<file path="src/rtl/serv_mdu_seq.sv">
`default_nettype none
// ============================================================================
// Module   : serv_mdu_seq
// Purpose  : Sequential RV32M multiply/divide unit, responder side of the
//            SERV extension interface. One result bit is produced per cycle:
//            shift-add for multiplies and restoring division for divides.
//            Operands are reduced to magnitudes at acceptance, and the sign is
//            re-applied in a single FIX cycle before the result is returned.
// Revision : 1.0 - initial release
// ----------------------------------------------------------------------------
// Ports
//   clk           in   1   single clock, rising edge
//   i_rst_n       in   1   asynchronous active-low reset
//   i_mdu_valid   in   1   request; sampled only in IDLE
//   i_ext_rs1     in  32   operand A (multiplicand / dividend)
//   i_ext_rs2     in  32   operand B (multiplier / divisor)
//   i_ext_funct3  in   3   MUL,MULH,MULHSU,MULHU,DIV,DIVU,REM,REMU
//   o_ext_rd      out 32   registered result, held until the next FIX
//   o_ext_ready   out  1   one-cycle completion pulse
// ----------------------------------------------------------------------------
// Configuration macro
//   SERV_MDU_EARLY_EN : when defined, B=0 (any op) or A=0 (multiply ops)
//                       skips CALC and completes in two cycles.
// ============================================================================
module serv_mdu_seq (
  input  logic        clk,
  input  logic        i_rst_n,
  input  logic        i_mdu_valid,
  input  logic [31:0] i_ext_rs1,
  input  logic [31:0] i_ext_rs2,
  input  logic [2:0]  i_ext_funct3,
  output logic [31:0] o_ext_rd,
  output logic        o_ext_ready
);

  localparam logic [31:0] c_INT_MIN  = 32'h8000_0000;
  localparam logic [31:0] c_ALL_ONES = 32'hFFFF_FFFF;
  localparam logic [4:0]  c_CNT_LAST = 5'd31;

  typedef enum logic [1:0] {
    S_IDLE = 2'd0,
    S_CALC = 2'd1,
    S_FIX  = 2'd2,
    S_DONE = 2'd3
  } state_t;

  state_t r_state;
  state_t w_state_next;

  // Latched operation context
  logic [2:0]  r_funct3;
  logic [31:0] r_op;       // |A| for multiply (addend), |B| for divide (divisor)
  logic [31:0] r_hi;       // product high word / partial remainder
  logic [31:0] r_lo;       // multiplier shift reg / dividend-quotient shift reg
  logic [4:0]  r_cnt;
  logic        r_res_neg;  // product / quotient must be negated
  logic        r_rem_neg;  // remainder must be negated
  logic        r_ovr_en;   // special case result replaces the computed one
  logic [31:0] r_ovr_val;

  // --------------------------------------------------------------------------
  // Acceptance decode (operates on the live inputs, used only in IDLE)
  // --------------------------------------------------------------------------
  logic        w_is_div;
  logic        w_a_signed;
  logic        w_b_signed;
  logic        w_neg_a;
  logic        w_neg_b;
  logic [31:0] w_abs_a;
  logic [31:0] w_abs_b;
  logic        w_a_zero;
  logic        w_b_zero;
  logic        w_ovf;
  logic        w_ovr_en;
  logic [31:0] w_ovr_val;
  logic        w_early;

  assign w_is_div = i_ext_funct3[2];

  // Divides: funct3[0]=0 is signed. Multiplies: MULH signs both, MULHSU only A.
  // MUL is treated as unsigned since its low word does not depend on signedness.
  assign w_a_signed = w_is_div ? ~i_ext_funct3[0]
                               : (i_ext_funct3[1:0] == 2'b01) || (i_ext_funct3[1:0] == 2'b10);
  assign w_b_signed = w_is_div ? ~i_ext_funct3[0]
                               : (i_ext_funct3[1:0] == 2'b01);

  assign w_neg_a  = w_a_signed & i_ext_rs1[31];
  assign w_neg_b  = w_b_signed & i_ext_rs2[31];
  assign w_abs_a  = w_neg_a ? (~i_ext_rs1 + 32'd1) : i_ext_rs1;
  assign w_abs_b  = w_neg_b ? (~i_ext_rs2 + 32'd1) : i_ext_rs2;
  assign w_a_zero = (i_ext_rs1 == 32'd0);
  assign w_b_zero = (i_ext_rs2 == 32'd0);
  assign w_ovf    = w_is_div & ~i_ext_funct3[0] &
                    (i_ext_rs1 == c_INT_MIN) & (i_ext_rs2 == c_ALL_ONES);

  // Special results decided up front. A zero multiply operand is included so
  // the early-exit path never has to rely on a partially computed product.
  always_comb begin
    w_ovr_en  = 1'b0;
    w_ovr_val = 32'd0;
    if (w_is_div) begin
      if (w_b_zero) begin
        w_ovr_en  = 1'b1;
        w_ovr_val = i_ext_funct3[1] ? i_ext_rs1 : c_ALL_ONES;
      end else if (w_ovf) begin
        w_ovr_en  = 1'b1;
        w_ovr_val = i_ext_funct3[1] ? 32'd0 : c_INT_MIN;
      end
    end else if (w_a_zero || w_b_zero) begin
      w_ovr_en  = 1'b1;
      w_ovr_val = 32'd0;
    end
  end

`ifdef SERV_MDU_EARLY_EN
  assign w_early = w_b_zero | (~w_is_div & w_a_zero);
`else
  assign w_early = 1'b0;
`endif

  // --------------------------------------------------------------------------
  // Iteration datapath
  // --------------------------------------------------------------------------
  logic        w_calc_div;
  logic [32:0] w_mul_sum;
  logic [32:0] w_div_shift;
  logic [32:0] w_div_trial;
  logic [31:0] w_hi_next;
  logic [31:0] w_lo_next;

  assign w_calc_div = r_funct3[2];

  // Shift-add: conditionally add the multiplicand to the high word, then shift
  // the 65-bit {carry, hi, lo} right; lo drains multiplier bits as product
  // bits fill in from the top.
  assign w_mul_sum = {1'b0, r_hi} + (r_lo[0] ? {1'b0, r_op} : 33'd0);

  // Restoring step: bring the next dividend bit into the remainder and try a
  // subtract. Because the remainder stays below the divisor, bit 32 of the
  // trial result is set exactly when the subtraction borrows.
  assign w_div_shift = {r_hi, r_lo[31]};
  assign w_div_trial = w_div_shift - {1'b0, r_op};

  always_comb begin
    if (w_calc_div) begin
      if (!w_div_trial[32]) begin
        w_hi_next = w_div_trial[31:0];
        w_lo_next = {r_lo[30:0], 1'b1};
      end else begin
        w_hi_next = w_div_shift[31:0];
        w_lo_next = {r_lo[30:0], 1'b0};
      end
    end else begin
      w_hi_next = w_mul_sum[32:1];
      w_lo_next = {w_mul_sum[0], r_lo[31:1]};
    end
  end

  // --------------------------------------------------------------------------
  // Result fix-up
  // --------------------------------------------------------------------------
  logic [63:0] w_prod_neg;
  logic [31:0] w_fix_res;

  assign w_prod_neg = ~{r_hi, r_lo} + 64'd1;

  always_comb begin
    w_fix_res = 32'd0;
    case (r_funct3)
      3'b000:                 w_fix_res = r_res_neg ? w_prod_neg[31:0]  : r_lo;
      3'b001, 3'b010, 3'b011: w_fix_res = r_res_neg ? w_prod_neg[63:32] : r_hi;
      3'b100, 3'b101:         w_fix_res = r_res_neg ? (~r_lo + 32'd1)   : r_lo;
      default:                w_fix_res = r_rem_neg ? (~r_hi + 32'd1)   : r_hi;
    endcase
  end

  // --------------------------------------------------------------------------
  // FSM
  // --------------------------------------------------------------------------
  always_ff @(posedge clk or negedge i_rst_n) begin
    if (!i_rst_n) begin
      r_state <= S_IDLE;
    end else begin
      r_state <= w_state_next;
    end
  end

  always_comb begin
    w_state_next = r_state;
    case (r_state)
      S_IDLE: begin
        if (i_mdu_valid) begin
          w_state_next = w_early ? S_FIX : S_CALC;
        end
      end
      S_CALC: begin
        if (r_cnt == c_CNT_LAST) begin
          w_state_next = S_FIX;
        end
      end
      S_FIX:   w_state_next = S_DONE;
      S_DONE:  w_state_next = S_IDLE;
      default: w_state_next = S_IDLE;
    endcase
  end

  assign o_ext_ready = (r_state == S_DONE);

  // --------------------------------------------------------------------------
  // Datapath registers
  // --------------------------------------------------------------------------
  always_ff @(posedge clk or negedge i_rst_n) begin
    if (!i_rst_n) begin
      r_funct3  <= 3'd0;
      r_op      <= 32'd0;
      r_hi      <= 32'd0;
      r_lo      <= 32'd0;
      r_cnt     <= 5'd0;
      r_res_neg <= 1'b0;
      r_rem_neg <= 1'b0;
      r_ovr_en  <= 1'b0;
      r_ovr_val <= 32'd0;
      o_ext_rd  <= 32'd0;
    end else begin
      case (r_state)
        S_IDLE: begin
          if (i_mdu_valid) begin
            r_funct3  <= i_ext_funct3;
            r_hi      <= 32'd0;
            r_cnt     <= 5'd0;
            r_res_neg <= w_neg_a ^ w_neg_b;
            r_rem_neg <= w_neg_a;
            r_ovr_en  <= w_ovr_en;
            r_ovr_val <= w_ovr_val;
            if (w_is_div) begin
              r_op <= w_abs_b;
              r_lo <= w_abs_a;
            end else begin
              r_op <= w_abs_a;
              r_lo <= w_abs_b;
            end
          end
        end
        S_CALC: begin
          r_hi  <= w_hi_next;
          r_lo  <= w_lo_next;
          r_cnt <= r_cnt + 5'd1;  // wraps 31 -> 0 on the way to FIX
        end
        S_FIX: begin
          o_ext_rd <= r_ovr_en ? r_ovr_val : w_fix_res;
        end
        default: begin
        end
      endcase
    end
  end

endmodule
`default_nettype wire

</file>
<file path="config.mk">
export PLATFORM = sky130hd
export DESIGN_NAME = serv_mdu_seq
export DESIGN_NICKNAME = d
export VERILOG_FILES = /design/src/rtl/serv_mdu_seq.sv
export SDC_FILE = /design/constraint.sdc
export NUM_CORES = 1
export LEC_CHECK = 0
export CAP_MARGIN = 20
export CORE_MARGIN = 3
export CORE_UTILIZATION = 30
export CTS_BUF_LIST = sky130_fd_sc_hd__clkbuf_4 sky130_fd_sc_hd__clkbuf_8 sky130_fd_sc_hd__clkbuf_16
export DETAILED_ROUTE_END_ITERATION = 16
export GPL_TIMING_DRIVEN = 0
export SLEW_MARGIN = 5
export SYNTH_ARGS = -nofsm -noshare
export SYNTH_HDL_FRONTEND = slang
export SYNTH_SLANG_ARGS = --single-unit
</file>
<file path="constraint.sdc">
create_clock -name clk -period 3.95 [get_ports clk]
set_clock_uncertainty 0.15 [all_clocks]
set_input_delay 0.79 -clock clk [delete_from_list [all_inputs] [get_ports clk]]
set_output_delay 0.79 -clock clk [all_outputs]
set_load 0.01 [all_outputs]
</file>
==> summary.txt <==
Clock tree
  – Max Buffers Root-to-Sink: 2
  – CTS Root Cell: clkbuf_16
  – H-tree Lvls: 4
  – CTS tree: yes
  – Reg clk slew, reported paths: around 0.090 ns
  – TritonCTS Buffers: 17
  – Worst skew pair latency: ~0.47 ns
  – CTS sink count: around 170
  – # hold bufs at CTS: 0

Global routing
  – Total grt overflow: 0
  – Vias in the first global route: about 16,000
  – First-pass GRT wire length: ~100,000 um
  – Initial antenna violation count: 1
  – Largest net degree at the start of global routing: roughly 100
  – GR Util All Layers: between 20% and 30%

Synth
  – Seq/Total Area, Yosys: approximately 28%
  – Post-synth net total: 2,175
  – FFs w/ async S/R, synth: 100%
  – Syn_area_per_cell: between 7 and 8 um2
  – Top cells by area, synth: dfrtp_1, o21ai_0, ha_1
  – Top cell type's share of synthesized area: between 20 and 30%
  – Yosys top cell by area: dfrtp_1
  – Ys Warns: 0
  – Mapped cell area: ~16,000 um2
  – Top_reg_cell synth: dfrtp_1
  – Mapped Cells: just over 2,000
  – Synth Register Bits: between 150 and 200
  – Yosys cell types: between 60 and 70
  – Post-synth EDFFs: 0

Place
  – Post-DP HPWL: ~53,000 um
  – Placer Congestion: 0.969
  – Placed Cells: 2,802
  – Port Buffers: just over 100

Floorplan
  – Die H: about 230 um
  – Io pins: slightly above 100
  – Die area: approximately 54,000 um2
  – CORE AREA: about 51,000 um2
  – Initial Util: ~30%
  – Row count: 82
  – Die span in x: 233 um

Power and ir drop
  – Tot Pwr: ~16 mW
  – Leakage: ~7.4 nW
  – Pwr/cell area: ~870 nW/um2
  – Worst VDD drop: between 300 and 400 uV

Critical path
  – CP arrival: a little over 4 ns
  – CP startpoint kind: input port
  – Crit end category: flop
  – Worst reg2reg endpoint: o_ext_rd[23]
  – FF-to-FF Start: r_lo[16]
  – R2r setup slk: ~0.090 ns
  – Worst path cell trace: clkdlybuf4s50_1 > or4_1 > nor4_4 > nand3b_1 > nor2b_2 > nor3b_4 > nand4_1 > clkbuf_1 > o21ai_0
  – Worst-path cell with the longest stage delay: or4_1
  – CP Class: in2reg
  – CP max stage delay: around 0.65 ns
  – R2R depth: 9
  – Max FO, Critical Path: 10
  – CP required: 4.18 ns

Final layout
  – Fill cells: 5,310
  – Final Non-Filler Cells: around 2,800
  – Most frequent cells in the layout: nor2_1, nand2_1, o21ai_0
  – Reg area: about 4300 um2
  – Area of the multi-input gates: about 11,000 um2
  – Final nets: ~2,300
  – Fin util: a little over a third
  – Layout area overhead: 19.3%
  – Share of layout cells above drive strength 1: under 10%
  – Commonest non-fill, non-tap cell in the layout: nor2_1

Timing
  – Endpoints failing setup: 0
  – Tmin final: between 3 and 4 ns
  – Hold Fails Final Rpt: 0
  – Worst slew pin tran: 0.939 ns
  – Max Slew Vio Count: 0
  – Max Freq: about 0.26 GHz
  – Final period util: 98.0%
  – Worst rel slew slack: approximately 37%

Detailed routing
  – Routed Antenna Nets: 0
  – Total wire length: between 60,000 and 70,000 um
  – DR pass1 iterations: 6
  – DRC violations left: 0
  – Routed via count: ~16,000
  – Via density: around 5.7
  – Drt wl/cell: 23.5 um
  – DRT iter0 DRCs: between 1,500 and 2,000

Status
  – Status: finished clean

Hold path
  – HP Class: in2async

Flow run
  – Max Cap Viol: 0
==> per-layer routing <==
layer	GRT usage, %	wire length [um]	part of all wire (%)	vias to the layer above
li1	-	-	-	7538
met3	6.13	5480	8.2	104
met5	0	0	0	-
met1	32.8	29300	44	7952
met2	37.6	29800	44	672
met4	9.05	2420	3.6	0
==> registers in the layout, summed over array words and instances (netlist names) <==
signal	count
o_ext_rd	32
r_hi	32
r_lo	32
r_op	32
r_ovr_val	32
r_cnt	5
r_funct3	3
r_state	2
r_ovr_en	1
r_rem_neg	1
r_res_neg	1
==> how the worst max path moves through the flow <==
stage	startpoint	to	slack, ns	cells past startpoint
2_1_floorplan	r_lo[31]	r_hi[19]	0.09	15
3_3_place_gp	i_rst_n	r_funct3[0]	-5.64	1
3_5_place_dp	r_lo[0]	o_ext_rd[14]	-1.07	15
6_report	i_ext_rs2[5]	r_ovr_val[25]	0.08	9
5_1_grt	r_lo[0]	r_hi[30]	-0.005	16
4_1_cts	r_lo[0]	r_hi[30]	0.002	16
==> synth_stat cells (all sizes together) (12+ instances only) <==
| master | number |
|---|---|
| o22ai | 35 |
| o211ai | 17 |
| a211oi | 26 |
| nand3 | 21 |
| o221ai | 26 |
| a21oi | 171 |
| nand2 | 208 |
| o21ai | 216 |
| a22oi | 25 |
| nor3 | 37 |
| inv | 73 |
| or3 | 26 |
| mux2 | 23 |
| xnor2 | 103 |
| a31oi | 14 |
| nor4 | 12 |
| o41ai | 12 |
| clkbuf | 129 |
| nand4 | 27 |
| a21o | 24 |
| or4 | 13 |
| nor2 | 231 |
| mux2i | 53 |
| o31ai | 29 |
| ha | 76 |
| dfrtp | 173 |
| nand2b | 16 |
| xor2 | 99 |
==> timing repair <==
item	4_1_cts	5_1_grt
cloned	3	0
gates resized for setup	50	41
endpoints found under the setup margin	109	100
buffers inserted	7	7
pin swaps	7	9
==> stage by stage <==
step	hold slack, ns	setup TNS (ns)	setup slack, ns	cell area (um2)
2_1_floorplan	0.289	0	0.0857	15500
3_5_place_dp	0.328	-89.73	-1.07	17400
5_1_grt	0.178	-0.00532	-0.00532	18500
4_1_cts	0.161	0	0.00216	18300
3_3_place_gp	0.316	-1052.84	-5.64	17400
6_report	0.140	0	0.0804	18500
==> power by group <==
part | leakage (nW) | internal (mW) | total (mW) | switching (mW)
clock | 0.297 | 0.917 | 1.84 | 0.923
combinational | 4.92 | 4.18 | 10.9 | 6.74
sequential | 2.18 | 2.43 | 3.30 | 0.872
==> worst max-delay path, delay by kind of cell <==
kind | cells | cell delay (ns)
AO/OA/AOI/OAI | 1 | 0.24
buffers and inverters | 2 | 0.84
AND/OR/NAND/NOR | 6 | 2.22
==> final cells by class <==
cell class	count	share of cell area [%]
well taps	672	4.54
repair buffers	119	6.41
clock buffers	17	2.30
inverters	74	1.52
plain buffers	132	3.07
clock inverters	15	1.03
multi-input cells	1643	57.7
diodes	1	0.0135
flip-flops and latches	173	23.4
==> kinds of logic after synthesis <==
logic type      count (synthesis)  synth area share [%]
buf+inv                       212                  5.16
xor+xnor                      202                  11.4
simple gates                  635                  18.4
mux                            76                  5.09
flops                         173                  27.9
compound gates                651                  25.6
fa+ha+maj                      78                  6.39
(Power assumes the default switching activity.)
